===== src/rtl/demux_router.sv =====
// Registered 1-to-NLANES demultiplexer with per-lane valid/ready holding registers.
// Optional broadcast on in_sel = 4'hF is enabled by defining DEMUX_BROADCAST_EN.
module demux_router #(
    parameter int WIDTH  = 16,
    parameter int NLANES = 12,
    parameter int CNT_W  = 8
) (
    input  logic                      clk,
    input  logic                      rst_n,
    input  logic                      in_valid,
    output logic                      in_ready,
    input  logic [WIDTH-1:0]          in_data,
    input  logic [3:0]                in_sel,
    output logic [NLANES-1:0]         out_valid,
    input  logic [NLANES-1:0]         out_ready,
    output logic [NLANES*WIDTH-1:0]   out_data,
    output logic                      err_sel,
    output logic [CNT_W-1:0]          drop_cnt,
    input  logic                      err_clr
);

    logic [NLANES-1:0]       can_accept;
    logic [NLANES-1:0]       lane_wr;
    logic                    sel_valid;
    logic                    sel_ready;
    logic                    bcast;
    logic                    accept;
    logic                    drop;
    logic [NLANES-1:0]       valid_q;
    logic [NLANES*WIDTH-1:0] data_q;
    logic                    err_q;
    logic [CNT_W-1:0]        cnt_q;

    // A full lane can still take a word when its consumer drains in the same cycle.
    assign can_accept = ~valid_q | out_ready;
    assign sel_valid  = (in_sel < 4'(NLANES));

`ifdef DEMUX_BROADCAST_EN
    assign bcast = (in_sel == 4'hF);
`else
    assign bcast = 1'b0;
`endif

    always_comb begin
        sel_ready = 1'b0;
        for (int k = 0; k < NLANES; k++) begin
            if (in_sel == 4'(k)) begin
                sel_ready = can_accept[k];
            end
        end
    end

    always_comb begin
        if (bcast) begin
            in_ready = &can_accept;
        end else if (sel_valid) begin
            in_ready = sel_ready;
        end else begin
            in_ready = 1'b1;
        end
    end

    assign accept = in_valid & in_ready;
    assign drop   = accept & ~sel_valid & ~bcast;

    always_comb begin
        lane_wr = '0;
        for (int k = 0; k < NLANES; k++) begin
            lane_wr[k] = accept & (bcast | (sel_valid & (in_sel == 4'(k))));
        end
    end

    always_ff @(posedge clk or negedge rst_n) begin
        if (!rst_n) begin
            valid_q <= '0;
            data_q  <= '0;
        end else begin
            for (int k = 0; k < NLANES; k++) begin
                if (lane_wr[k]) begin
                    valid_q[k]                <= 1'b1;
                    data_q[k*WIDTH +: WIDTH]  <= in_data;
                end else if (out_ready[k]) begin
                    valid_q[k] <= 1'b0;
                end
            end
        end
    end

    // A drop coinciding with err_clr leaves the flag clear but still counts once.
    always_ff @(posedge clk or negedge rst_n) begin
        if (!rst_n) begin
            err_q <= 1'b0;
            cnt_q <= '0;
        end else if (err_clr) begin
            err_q <= 1'b0;
            cnt_q <= drop ? CNT_W'(1) : '0;
        end else if (drop) begin
            err_q <= 1'b1;
            if (cnt_q != {CNT_W{1'b1}}) begin
                cnt_q <= cnt_q + CNT_W'(1);
            end
        end
    end

    assign out_valid = valid_q;
    assign out_data  = data_q;
    assign err_sel   = err_q;
    assign drop_cnt  = cnt_q;

endmodule


===== config.mk =====
export PLATFORM = sky130hd
export DESIGN_NAME = demux_router
export DESIGN_NICKNAME = d
export VERILOG_FILES = /design/src/rtl/demux_router.sv
export SDC_FILE = /design/constraint.sdc
export NUM_CORES = 1
export LEC_CHECK = 0
export BUFFER_PORTS_ARGS = -buffer_cell sky130_fd_sc_hd__buf_2
export CAP_MARGIN = 15
export CORE_ASPECT_RATIO = 0.7
export CORE_UTILIZATION = 45
export DETAILED_ROUTE_END_ITERATION = 12
export PLACE_DENSITY = 0.71
export SLEW_MARGIN = 0
export SYNTH_ARGS = -nofsm -noshare
export SYNTH_HDL_FRONTEND = slang
export SYNTH_SLANG_ARGS = --single-unit
export TNS_END_PERCENT = 10

===== constraint.sdc =====
create_clock -name clk -period 2 [get_ports clk]
set_input_delay 0.3 -clock clk [delete_from_list [all_inputs] [get_ports clk]]
set_output_delay 0.3 -clock clk [all_outputs]
set_load 0.1 [all_outputs]

==> results.json <==
{
  "hold_class": "in -> reg",
  "worst_setup_path_end_kind": "output port",
  "hold_ws_ns": 0.0997,
  "wl_per_cell_um": 21.1,
  "synthFlopType": "dfrtp_1",
  "ys_top_cells_by_area": "dfrtp_1 62%, mux2_2 20%, mux2_4 5.0%, mux2_1 2.0%, buf_6 0.91%",
  "yosys.area.top_type": "dfrtp_1",
  "die_x_um": 167,
  "antenna_left": 0,
  "path_clk_slew_ns": 0.07,
  "drv_slew": 0,
  "antenna_found_initial": 0,
  "place_congestion": 0.886,
  "p_leak_nw": 5.45,
  "dpl.hpwl_mm": 15.9,
  "r2r-start": "out_valid[2]",
  "nNetsFinal": 846,
  "synth_edf_count": 0,
  "vdd_drop_max_v": 0.00121,
  "grt_usage_pct": 23.3,
  "setup_viol": 1,
  "startpoint": "out_valid[4]",
  "die_area_um2": 19700,
  "port_buffers": 249,
  "drc_errors": 0,
  "p_comb_share_pct": 49.8,
  "grt_pass1_wl_mm": 35.4,
  "synthesis.area_um2": 8620,
  "cts_sinks": 213,
  "rows": 41,
  "finalClockSkew_ns": 0.0168,
  "avgSynthCellArea_um2": 15.9,
  "ys_ff_latch": 213,
  "vias": 5529,
  "start_kind": "flop",
  "core_um2": 18400,
  "period_share_pct": 111,
  "dr.pass1.iters": 5,
  "hold_violations": 0,
  "gr-total-overflow": 0,
  "rsz0062_at_grt": "true",
  "clkPwrFrac_pct": 19.6,
  "max_clock_freq_ghz": 0.451,
  "drt-total-wl_mm": 22.3,
  "drtIter0Drc": 291,
  "tightest_slew_ns": 0.660,
  "die_height_um": 118,
  "synth_cell_types": 50,
  "synth_top_area_share_pct": 61.8,
  "syn_inst": 544,
  "relSlewSlack_pct": 55.9,
  "synthArstFlopShare_pct": 100,
  "crit_required_ns": 1.70,
  "cap_violations": 0,
  "p_int_w": 0.00871,
  "numCtsBuffers": 21,
  "drive_above_1_share_pct": 64.1,
  "power_density_nw_per_um2": 1700,
  "ys_seq_area_share_pct": 61.8,
  "crit_arrival_ns": 1.92,
  "crit_type": "reg -> out",
  "min_from": "out_ready[7]",
  "pre_cts_slack_ns": 0.00697,
  "avgViaCountPerCell": 5.23,
  "netlist_top_cells_count": "213 x dfrtp_1, 150 x mux2_2, 29 x mux2_4, 16 x nand2_1, 15 x mux2_1",
  "grt_pass1_vias": 5899,
  "fin_crit_ns": 2.22,
  "initial_core_util_pct": 47.0,
  "insertion_delay_ns": 0.50,
  "io_pins": 250,
  "power_switching_share_pct": 53.3,
  "final.setup.worst_slack_ns": -0.218,
  "grt_max_degree": 87,
  "status": "finished, violations left",
  "synth_warnings": 0,
  "fin_tns_setup_ns": -0.218,
  "cts-root-buf": "clkbuf_16",
  "path_max_fanout": 2,
  "p_switching_w": 0.00995,
  "power_frac_seq_pct": 30.6,
  "clock_path_buffers": 3,
  "syn-num-nets": 581,
  "violations": "setup timing",
  "yosysMostFrequentCell": "dfrtp_1",
  "diodes": 0,
  "cts_tree": "done",
  "syn2layout_area_growth_pct": 27.3,
  "cts.htree.levels": 1
}
## metrics by stage
| step | total power (W) | utilization, % | cells | cell area (um^2) |
|---|---|---|---|---|
| 2_1_floorplan | 0.0135 | - | 544 | 8650 |
| 6_report | 0.0187 | 59.8 | 1058 | 11000 |
| 3_3_place_gp | 0.0150 | 55.9 | 1016 | 10300 |
| 4_1_cts | 0.0188 | 59.8 | 1057 | 11000 |
| 5_1_grt | 0.0192 | 59.8 | 1058 | 11000 |
| 3_5_place_dp | 0.0151 | 55.9 | 1016 | 10300 |
## per-layer routing
metal / track usage, % / share of wire (%) / vias to the layer above
met3: 5.62 / 7.0 / 29
met5: 0 / 0 / -
met2: 35.5 / 45 / 183
met1: 33.7 / 46 / 2873
li1: - / - / 2444
met4: 5.10 / 2.0 / 0
## kinds of logic after synthesis
family	count (synthesis)	synth area share, %
AOI/OAI and AO/OA	16	1.48
adders and majority gates	1	0.145
DFF	213	61.8
muxes	198	27.2
buffers and inverters	38	2.77
xor gates and xnor gates	2	0.203
and+or+nand+nor	76	6.35
## layout make-up
class | instances | area, um^2
Fill cell | 1465 | 7380
Clock buffer | 33 | 601
Timing Repair Buffer | 277 | 1600
Tap cell | 236 | 295
Clock inverter | 3 | 21.3
Sequential cell | 213 | 5350
Multi-Input combinational cell | 293 | 3110
Inverter | 3 | 11.3
## power groups by stage
stage	logic (W)	clock network (W)	registers, W
CTS	0.00932	0.00374	0.00572
finish	0.00929	0.00366	0.00571
floorplan	0.00103	0	0.0125
global placement	0.00924	0	0.00572
detailed placement	0.00930	0	0.00577
global route	0.00949	0.00391	0.00583
## repair_timing
action,in CTS,in global routing
setup endpoints to repair,1,1
gates cloned,0,0
resized for setup,12,0
pin swaps,4,1
endpoints found under the hold margin,34,0
hold buffers,1,0
setup buffers,4,1
## critical path, stage by stage (launching register included)
cell and delay [ns]:
dfrtp_2 0.39, nand2b_4 0.08, mux4_2 0.46, nand3b_1 0.18, and3_4 0.17, buf_12 0.16
## final timing paths
| kind | endpoint | slack [ns] | cells past startpoint |
|---|---|---|---|
| setup / recovery | in_ready | -0.22 | 5 |
| setup reg to reg | out_data[18] | 0.13 | 5 |
| min in group asynchronous | out_data[73] | 0.28 | 2 |
| hold reg to reg | out_data[152] | 0.48 | 1 |
| hold / removal | out_valid[7] | 0.1 | 3 |
| max in group asynchronous | out_data[164] | 0.95 | 3 |
## state kept, by name, indices dropped and copies added (netlist names)
register	count
drop_cnt	8
out_valid	12
err_sel	1
out_data	192
## cell usage in the layout (no fill, tap or decap), types with 3 or more instances in the layout
cell type / instances
nor2b_4: 5
a21oi_1: 3
clkbuf_1: 9
buf_12: 10
nor2_1: 8
and3_1: 3
dfrtp_2: 15
nand2b_1: 8
clkbuf_8: 4
mux2_4: 29
nor2_4: 4
inv_1: 3
o21ai_0: 3
buf_2: 247
nand2_1: 16
buf_4: 18
mux2_1: 15
nand3_1: 3
mux2_2: 150
nand2b_4: 3
dfrtp_1: 198
mux2i_1: 3
clkbuf_16: 21
Note: power is estimated with default switching activity, not from simulation.
